$ cat src/rtl/uart_tx_fifo_if.sv
// Byte-push and status bundle for the FIFO-buffered UART transmitter.
interface uart_tx_fifo_if #(
   parameter int unsigned DEPTH = 8
);
   localparam int unsigned CW = $clog2(DEPTH) + 1;

   logic          transmit;
   logic [7:0]    tx_byte;
   logic          tx;
   logic          is_transmitting;
   logic          fifo_full;
   logic [CW-1:0] fifo_count;
   logic          overflow;

   modport master (
      output transmit, tx_byte,
      input  tx, is_transmitting, fifo_full, fifo_count, overflow
   );

   modport slave (
      input  transmit, tx_byte,
      output tx, is_transmitting, fifo_full, fifo_count, overflow
   );
endinterface

$ cat src/rtl/uart_tx_fifo.sv
// 8N1 UART transmitter fed by a DEPTH-entry byte FIFO; next frame starts
// straight out of STOP when more bytes are queued.
module uart_tx_fifo #(
   parameter int unsigned CLKS_PER_BIT = 5208,
   parameter int unsigned DEPTH        = 8
) (
   input  logic            clk,
   input  logic            rst,
   uart_tx_fifo_if.slave   bus
);
   localparam int unsigned AW = $clog2(DEPTH);
   localparam int unsigned CW = AW + 1;
   localparam int unsigned BW = 16;

   typedef enum logic [1:0] {IDLE, START, DATA, STOP} state_t;

   state_t        state_q, state_d;
   logic [BW-1:0] baud_q, baud_d;
   logic [2:0]    bit_q, bit_d;
   logic [7:0]    shift_q, shift_d;
   logic          tx_q, tx_d;
   logic [AW-1:0] wr_ptr_q, wr_ptr_d;
   logic [AW-1:0] rd_ptr_q, rd_ptr_d;
   logic [CW-1:0] count_q, count_d;
   logic          overflow_q, overflow_d;
   logic [7:0]    mem_q [DEPTH];

   logic          pop;
   logic          push;
   logic          full;
   logic          bit_end;
   logic [2:0]    bit_nxt;

   assign full    = (count_q == CW'(DEPTH));
   assign bit_end = (baud_q == BW'(CLKS_PER_BIT - 1));
   assign bit_nxt = bit_q + 3'd1;

   // Frame sequencer; pop happens on IDLE->START and STOP->START.
   always_comb begin
      state_d = state_q;
      baud_d  = baud_q;
      bit_d   = bit_q;
      shift_d = shift_q;
      tx_d    = tx_q;
      pop     = 1'b0;
      unique case (state_q)
         IDLE: begin
            tx_d = 1'b1;
            if (count_q != '0) begin
               pop     = 1'b1;
               state_d = START;
               baud_d  = '0;
               bit_d   = '0;
               shift_d = mem_q[rd_ptr_q];
               tx_d    = 1'b0;
            end
         end
         START: begin
            if (bit_end) begin
               state_d = DATA;
               baud_d  = '0;
               bit_d   = '0;
               tx_d    = shift_q[0];
            end else begin
               baud_d = baud_q + BW'(1);
            end
         end
         DATA: begin
            if (bit_end) begin
               baud_d = '0;
               if (bit_q == 3'd7) begin
                  state_d = STOP;
                  tx_d    = 1'b1;
               end else begin
                  bit_d = bit_nxt;
                  tx_d  = shift_q[bit_nxt];
               end
            end else begin
               baud_d = baud_q + BW'(1);
            end
         end
         STOP: begin
            if (bit_end) begin
               baud_d = '0;
               if (count_q != '0) begin
                  pop     = 1'b1;
                  state_d = START;
                  bit_d   = '0;
                  shift_d = mem_q[rd_ptr_q];
                  tx_d    = 1'b0;
               end else begin
                  state_d = IDLE;
                  tx_d    = 1'b1;
               end
            end else begin
               baud_d = baud_q + BW'(1);
            end
         end
         default: begin
            state_d = IDLE;
            baud_d  = '0;
            bit_d   = '0;
            tx_d    = 1'b1;
         end
      endcase
   end

   // A push into a full FIFO is still taken when the head leaves on the same edge.
   always_comb begin
      push       = bus.transmit && (!full || pop);
      count_d    = count_q + CW'(push) - CW'(pop);
      wr_ptr_d   = push ? wr_ptr_q + AW'(1) : wr_ptr_q;
      rd_ptr_d   = pop  ? rd_ptr_q + AW'(1) : rd_ptr_q;
      overflow_d = overflow_q || (bus.transmit && !push);
   end

   always_ff @(posedge clk or posedge rst) begin
      if (rst) begin
         state_q    <= IDLE;
         baud_q     <= '0;
         bit_q      <= '0;
         shift_q    <= '0;
         tx_q       <= 1'b1;
         wr_ptr_q   <= '0;
         rd_ptr_q   <= '0;
         count_q    <= '0;
         overflow_q <= 1'b0;
      end else begin
         state_q    <= state_d;
         baud_q     <= baud_d;
         bit_q      <= bit_d;
         shift_q    <= shift_d;
         tx_q       <= tx_d;
         wr_ptr_q   <= wr_ptr_d;
         rd_ptr_q   <= rd_ptr_d;
         count_q    <= count_d;
         overflow_q <= overflow_d;
      end
   end

   // Storage is not reset; only entries below count_q are ever read.
   always_ff @(posedge clk) begin
      if (push) mem_q[wr_ptr_q] <= bus.tx_byte;
   end

   assign bus.tx              = tx_q;
   assign bus.is_transmitting = (state_q != IDLE) || (count_q != '0);
   assign bus.fifo_full       = full;
   assign bus.fifo_count      = count_q;
   assign bus.overflow        = overflow_q;
endmodule

$ cat src/flat_wrapper.sv
// flat-port wrapper written by rule: the top's interface ports become plain ports
module uart_tx_fifo_flat 
#(
   parameter int unsigned CLKS_PER_BIT = 5208,
   parameter int unsigned DEPTH        = 8
)
  (clk, rst, bus_transmit, bus_tx_byte, bus_tx, bus_is_transmitting, bus_fifo_full, bus_fifo_count, bus_overflow);
  uart_tx_fifo_if #(.DEPTH(DEPTH)) bus_i ();
  input  logic clk;
  input  logic rst;
  input wire logic [$bits(bus_i.transmit)-1:0] bus_transmit;
  input wire logic [$bits(bus_i.tx_byte)-1:0] bus_tx_byte;
  output wire logic [$bits(bus_i.tx)-1:0] bus_tx;
  output wire logic [$bits(bus_i.is_transmitting)-1:0] bus_is_transmitting;
  output wire logic [$bits(bus_i.fifo_full)-1:0] bus_fifo_full;
  output wire logic [$bits(bus_i.fifo_count)-1:0] bus_fifo_count;
  output wire logic [$bits(bus_i.overflow)-1:0] bus_overflow;
  assign bus_i.transmit = bus_transmit;
  assign bus_i.tx_byte = bus_tx_byte;
  assign bus_tx = bus_i.tx;
  assign bus_is_transmitting = bus_i.is_transmitting;
  assign bus_fifo_full = bus_i.fifo_full;
  assign bus_fifo_count = bus_i.fifo_count;
  assign bus_overflow = bus_i.overflow;
  uart_tx_fifo #(.CLKS_PER_BIT(CLKS_PER_BIT), .DEPTH(DEPTH)) u_core (.clk(clk), .rst(rst), .bus(bus_i));
endmodule
$ cat config.mk
export PLATFORM = sky130hd
export DESIGN_NAME = uart_tx_fifo_flat
export DESIGN_NICKNAME = d
export VERILOG_FILES = /design/src/rtl/uart_tx_fifo_if.sv /design/src/rtl/uart_tx_fifo.sv /design/src/flat_wrapper.sv
export SDC_FILE = /design/constraint.sdc
export NUM_CORES = 1
export LEC_CHECK = 0
export ABC_CLOCK_PERIOD_IN_PS = 3790
export CAP_MARGIN = 20
export CELL_PAD_IN_SITES_DETAIL_PLACEMENT = 1
export CELL_PAD_IN_SITES_GLOBAL_PLACEMENT = 1
export CORE_MARGIN = 3
export CORE_UTILIZATION = 31
export DETAILED_ROUTE_END_ITERATION = 12
export HOLD_SLACK_MARGIN = 0.15
export PLACE_DENSITY_LB_ADDON = 0.1
export SLEW_MARGIN = 20
export SYNTH_ARGS = -nofsm -noshare
export SYNTH_HDL_FRONTEND = slang
export SYNTH_SLANG_ARGS = --single-unit
export TNS_END_PERCENT = 10
$ cat constraint.sdc
create_clock -name clk -period 3.79 [get_ports clk]
set_clock_uncertainty 0.2 [all_clocks]
set_input_delay 0.379 -clock clk [delete_from_list [all_inputs] [get_ports clk]]
set_output_delay 0.379 -clock clk [all_outputs]
set_load 0.02 [all_outputs]
==> After elaboration in Yosys (flattened, before gate mapping) <==
Memory sizes are Yosys's and may differ from the RTL's.
Index checks and enable logic that the tools add are counted.
{ "word_totals": {"ramBits": 64, "input_bits": 11, "out_inout_bits": 8, "mem_count": 1, "reg_bits": 41, "wordCells": 77} }
{ "op_classes": {"muxes": 32, "n_lt_le_gt_ge": 1, "eq_ne": 12, "add_sub_neg": 6, "n_reduce_logical": 16} }
{ "memory_table": {"columns": ["memory", "words", "word_bits", "read_ports", "rd_clocked_by_memory_dff", "write_ports", "line", "rtl"], "rows": [
  ["u_core.mem_q", 8, 8, 1, 0, 1, "uart_tx_fifo.sv:26", "logic [7:0] mem_q [DEPTH];"]
]} }
{ "ops": {"columns": ["op", "n"], "rows": [
  ["$mux 16", 2],
  ["$pmux 16 s2", 1],
  ["$add 16x1->16 const B", 1],
  ["$eq 16x13->1 const B", 1],
  ["$mux 8", 2],
  ["$pmux 8 s2", 1],
  ["$mux 3", 5],
  ["$pmux 3 s4", 1],
  ["$mux 1", 11],
  ["$mux 2", 5],
  ["$ne 2x1->1 const B", 5],
  ["$add 3x1->3 const B", 3],
  ["$pmux 2 s4", 1],
  ["$reduce_and 5->1", 1],
  ["$add 4x1->4", 1],
  ["$eq 2x2->1 const B", 2],
  ["$eq 4x4->1 const B", 1],
  ["$lt 3x4->1 const B", 1],
  ["$pmux 1 s4", 1],
  ["$reduce_and 4->1", 1],
  ["$reduce_bool 2->1", 2],
  ["$reduce_bool 4->1", 1],
  ["$sub 4x1->4", 1],
  ["$bmux 1 s3", 1],
  ["11 further kinds", 15]
]} }

==> Depth between registers and ports, before layout <==
{ "depth": {"depth_word": 9, "ltp_mapped": 12, "ltp_nobuf": 11} }

==> Least setup slack after synthesis <==
OpenSTA, ideal clock, no wires.
{ "synth_path": {"kind": "reg-to-reg", "startpoint": "register u_core.count_q[2] (netlist: u_core.bus.fifo_count[2])", "endpoint": "memory u_core.mem_q[3][0] (enable)", "arrival_ns": 2.663, "path_buffers": 2, "path_stages_with_launch": 9, "setup_slack_ns": 0.529, "cell_sequence": "dfrtp_1 inv_1 ha_1 nor3b_1 buf_2 nor2_1 a31oi_1 clkbuf_1 nor4b_1"} }
{ "synth_between": {"elab_chain_len": 8, "elab_cells_between_ends": 10} }
{ "synth_rtl": {"columns": ["item", "line", "rtl"], "rows": [
  ["from (decl)", "uart_tx_fifo.sv:24", "logic [CW-1:0] count_q, count_d;"],
  ["from (signal assigned)", "uart_tx_fifo.sv:136", "count_q <= count_d;"],
  ["$reduce_bool 4->1", "uart_tx_fifo.sv:49, uart_tx_fifo.sv:85", null],
  ["$mux 1", "uart_tx_fifo.sv:49, uart_tx_fifo.sv:85", null],
  ["$mux 1", "uart_tx_fifo.sv:83", "if (bit_end) begin"],
  ["$pmux 1 s2", "uart_tx_fifo.sv:46", "unique case (state_q)"],
  ["$logic_or 1x1->1 *", "uart_tx_fifo.sv:110", "push = bus.transmit && (!full || pop);"],
  ["$logic_and 1x1->1 *", "uart_tx_fifo.sv:110", null],
  ["$mux 1 *", "uart_tx_fifo.sv:143", "if (push) mem_q[wr_ptr_q] <= bus.tx_byte;"],
  ["$mux 1 (not written as such) *", "uart_tx_fifo.sv:143", null],
  ["to (decl)", "uart_tx_fifo.sv:26", null]
]} }
Mark *: on every way between the ends. The rest lies on a longest branch, timed or not.

==> Final worst setup path <==
{ "layout_path": {"startpoint": "register u_core.state_q[0]", "endpoint": "output bus_is_transmitting"} }
{ "layout_between": {"elab_chain_len": 2} }
{ "layout_rtl": {"columns": ["item", "line", "rtl"], "rows": [
  ["from (decl)", "uart_tx_fifo.sv:17", "state_t state_q, state_d;"],
  ["from (signal assigned)", "uart_tx_fifo.sv:129", "state_q <= state_d;"],
  ["$reduce_bool 2->1", "uart_tx_fifo.sv:147", "assign bus.is_transmitting = (state_q != IDLE) || (count_q != '0);"],
  ["$logic_or 1x1->1", "uart_tx_fifo.sv:147", null],
  ["to (decl)", "flat_wrapper.sv:14", "output wire logic [$bits(bus_i.is_transmitting)-1:0] bus_is_transmitting;"]
]} }
No other way between the ends.

==> metrics.txt <==
total of warnings raised by yosys=0; total routed wirelength=approximately 11 mm; Post-CTS Setup Bufs=0; cell area after technology mapping=about 4900 um2; Post-Route Hold Slack=175 ps; adder-cell share of the synthesized area=under 10%; worst setup path start=u_core.state_q[0]$_DFFE_PP0P_; internal power=2080 uW; Root Buffer Master=clkbuf_16; Placement Cell Area=~5500 um2; worst-path cell chain=inv_1 > ha_1 > and4bb_4 > inv_2 > clkdlybuf4s50_1; shortest period the worst path allows=2870 ps; Top-Level Pins=19; largest cells by area after synthesis=edfxtp_1 39%, dfrtp_1 20%, mux4_2 7.7%, ha_1 4.1%, nand2_1 3.0%; count of vias placed by the detailed router=a little over 3000; Total Routing Usage GR=13.6%; initial antenna violation count=0; slew at the pin with the worst max-slew slack=about 930 ps; maximum number of pins on one net before global-route repair=24; CP arrival=roughly 2300 ps; htree depth=3; average cell area after synthesis=~13 um2; final core utilization=around 37%; main combinational cell family by area after synthesis=simple AND/OR/NAND/NOR gates; number of buffers created by CTS=9; Max VDD drop=approximately 0.00031 V; path class of the lowest-slack min-delay path=in2async; number of design-rule violations left by the first detailed-router iteration=around 150; Critical Path Sink Type=output port; Total Neg Setup Slack=0 ps; EDFF count, synth=between 60 and 70; via count of the first global-routing pass=about 3300; met2 track demand over resource in global routing=22.8%; post-synthesis simple-gate area fraction=between 10% and 20%; clock-pin slew of the registers on the worst-case setup and hold paths=approximately 80 ps; CTS tree=done; part of the power in combinational logic=around 18%; number of cells upsized or downsized after cts=0; die area=17500 um2; Synth area leader=edfxtp_1; CTS sink count=between 100 and 150; worst-path fanout max=12; horizontal die dimension=between 100 and 150 um; Synth Register Bits=about 110; post-detailed-route wirelength per cell=18.6 um; unrepaired setup endpoints after global routing=false; Worst Path Required=3210 ps; number of cells after detailed placement=between 500 and 600; PD cells=roughly 510 nW/um2; unique cell type count in the Yosys netlist=58; GR met3 Demand/Resource=approximately 3.2%; routing layer with the top usage in global route=met2; height of the chip=roughly 130 um; area share of the largest cell type after synthesis=a little under 40%; Worst-Skew Late Latency=360 ps; largest incremental delay on the critical path=~560 ps; worst reg2reg path startpoint=u_core.state_q[0]$_DFFE_PP0P_; XOR/XNOR Fraction of Synth Area=under 10%; vias per std cell=about 5.0; final instance count without filler cells=between 600 and 700; Remaining DRCs=0; effective utilization at floorplan=about 32%; buffer depth of the longest clock path=2; layout overhead on the synthesized area=16.4%; maximum frequency from static timing analysis=0.348 GHz; headroom to the max-slew limit=between 30 and 40%; first-pass GRT wire length=approximately 18 mm; register area share after synthesis=59.7%; proportion of synthesized flip-flops having asynchronous set or reset=just under 40%; half-perimeter wire length after detailed placement=8.04 mm; Layout Cell Area excl Fill=~5800 um2; master of the slowest instance on the critical path=clkdlybuf4s50_1; power share of the sequential group=between 50 and 60%; Synthesized Nets=roughly 390; Setup crit start kind=flip-flop; area fraction in compound gates after synthesis=under 10%; count of input and output buffers=18; share of cells above drive strength 1=between 10% and 20%; Final setup viols=0; cell leakage power=between 0.002 and 0.0025 uW; ys flop type=edfxtp_1; met1 layer usage reported by global route=around 18%; number of buffers inserted by hold repair at cts=0; # diodes=0; net switching fraction of the power=28.8%; Remaining Overflow, GRT=0; final worst path period share=roughly three quarters; Core Footprint=about 15000 um2; number of instances in the synthesized netlist=366; total of max-cap violations=0; switching power summed over all nets=between 800 and 900 uW; first drt pass iteration count=4; final weighted congestion in routability-driven placement=between 0.7 and 0.8; classification of the worst setup path=reg2out; Hold Vio Cnt, Final=0; mux contribution to synthesized area=between 10% and 20%; total number of nets in the final design=approximately 420; outcome=finished, final reports clean; number of placement rows=45; final antenna-violating net count=0; clock power share=roughly a third; final slew viol count=0
-- synth_stat cells, drive strengths merged, types with 4 or more instances --
cell / count
dfrtp: 40
or4: 4
mux4: 17
edfxtp: 64
clkbuf: 7
nor4b: 5
buf: 8
o211ai: 4
a22o: 5
nor2: 13
nor4: 7
o31ai: 8
mux2: 12
nor3b: 4
nor3: 5
inv: 21
nand2: 39
o21ai: 8
a21oi: 14
ha: 16
nand3: 7
nand4: 10
-- metal layers --
| layer | up-vias | part of all wire (%) |
|---|---|---|
| li1 | 1457 | - |
| met2 | 26 | 49 |
| met3 | 9 | 2.3 |
| met5 | - | 0 |
| met1 | 1584 | 47 |
| met4 | 0 | 1.2 |
-- through the flow --
| step | power (uW) | setup slack [ps] |
|---|---|---|
| final | 2920 | 917 |
| after global routing | 3090 | 774 |
| after CTS | 2980 | 878 |
| after detailed placement | 2010 | 980 |
| after global placement | 2000 | 1060 |
| after floorplan | 1780 | 529 |
-- cells by family after synthesis --
kind of cell | Yosys count
muxes | 29
AOI/OAI and AO/OA | 59
xor gates and xnor gates | 6
adders and majority gates | 17
buffers and inverters | 37
and+or+nand+nor | 113
DFF | 105
-- flip-flops by register name (all words and copies together), names as in the netlist --
signal and count:
u_core.bus.overflow 1, u_core.bit_q 3, u_core.state_q 2, u_core.baud_q 16, u_core.wr_ptr_q 3, u_core.mem_q 64, u_core.rd_ptr_q 3, u_core.bus.tx 1
u_core.bus.fifo_count 4, u_core.shift_q 8
-- layout by cell type (no fill, tap or decap), types with 3 or more instances in the layout --
cell             count
nand3_1              7
a21o_1               3
xor2_1               3
nor2_1              13
nor3b_1              4
or4_1                3
ha_1                16
inv_1               19
nor4b_2              4
o211ai_1             4
mux4_2              17
dfrtp_1             40
a22o_1               5
o31ai_1              8
nor2b_1              3
inv_8                3
xnor2_1              3
nor3_1               4
clkdlybuf4s50_1     18
edfxtp_1            64
nand2_1             39
nand4_1             10
clkbuf_16            9
and4_1               3
and3_1               3
mux2_2              12
nor4_1               6
a21oi_1             12
o21ai_0              8
buf_4               14
-- critical path, delay by kind of cell (launching register included) --
kind                     cells  cell delay [ps]
adder cells (fa/ha/maj)      1              300
flip-flops                   1              430
AND/OR/NAND/NOR              1              400
buffers and inverters        3              810
-- worst paths after layout --
kind	end	slack (ps)	cells after the start
min	u_core.bus.fifo_count[2]$_DFF_PP0_	180	2
min in group clk	u_core.bus.overflow$_DFF_PP0_	270	1
min reg2reg	u_core.bus.overflow$_DFF_PP0_	270	1
max in group asynchronous	u_core.bus.tx$_DFFE_PP1P_	2410	3
max	bus_is_transmitting	920	5
max reg2reg	u_core.bus.fifo_count[3]$_DFF_PP0_	990	10
-- area by class of cell --
| type | instances | area, um2 |
|---|---|---|
| Clock buffer | 9 | 225 |
| Fill cell | 1574 | 9620 |
| Sequential cell | 105 | 2950 |
| Multi-Input combinational cell | 224 | 1870 |
| Inverter | 22 | 82.6 |
| Timing Repair Buffer | 32 | 285 |
| Tap cell | 211 | 264 |
| Clock inverter | 7 | 73.8 |
-- power groups by stage --
stage / clock (uW) / combinational, uW / sequential, uW
6_report: 948 / 512 / 1460
5_1_grt: 1030 / 573 / 1480
4_1_cts: 991 / 528 / 1460
3_5_place_dp: 0 / 525 / 1490
3_3_place_gp: 0 / 520 / 1480
2_1_floorplan: 0 / 300 / 1480
Note: power is estimated with default switching activity, not from simulation.
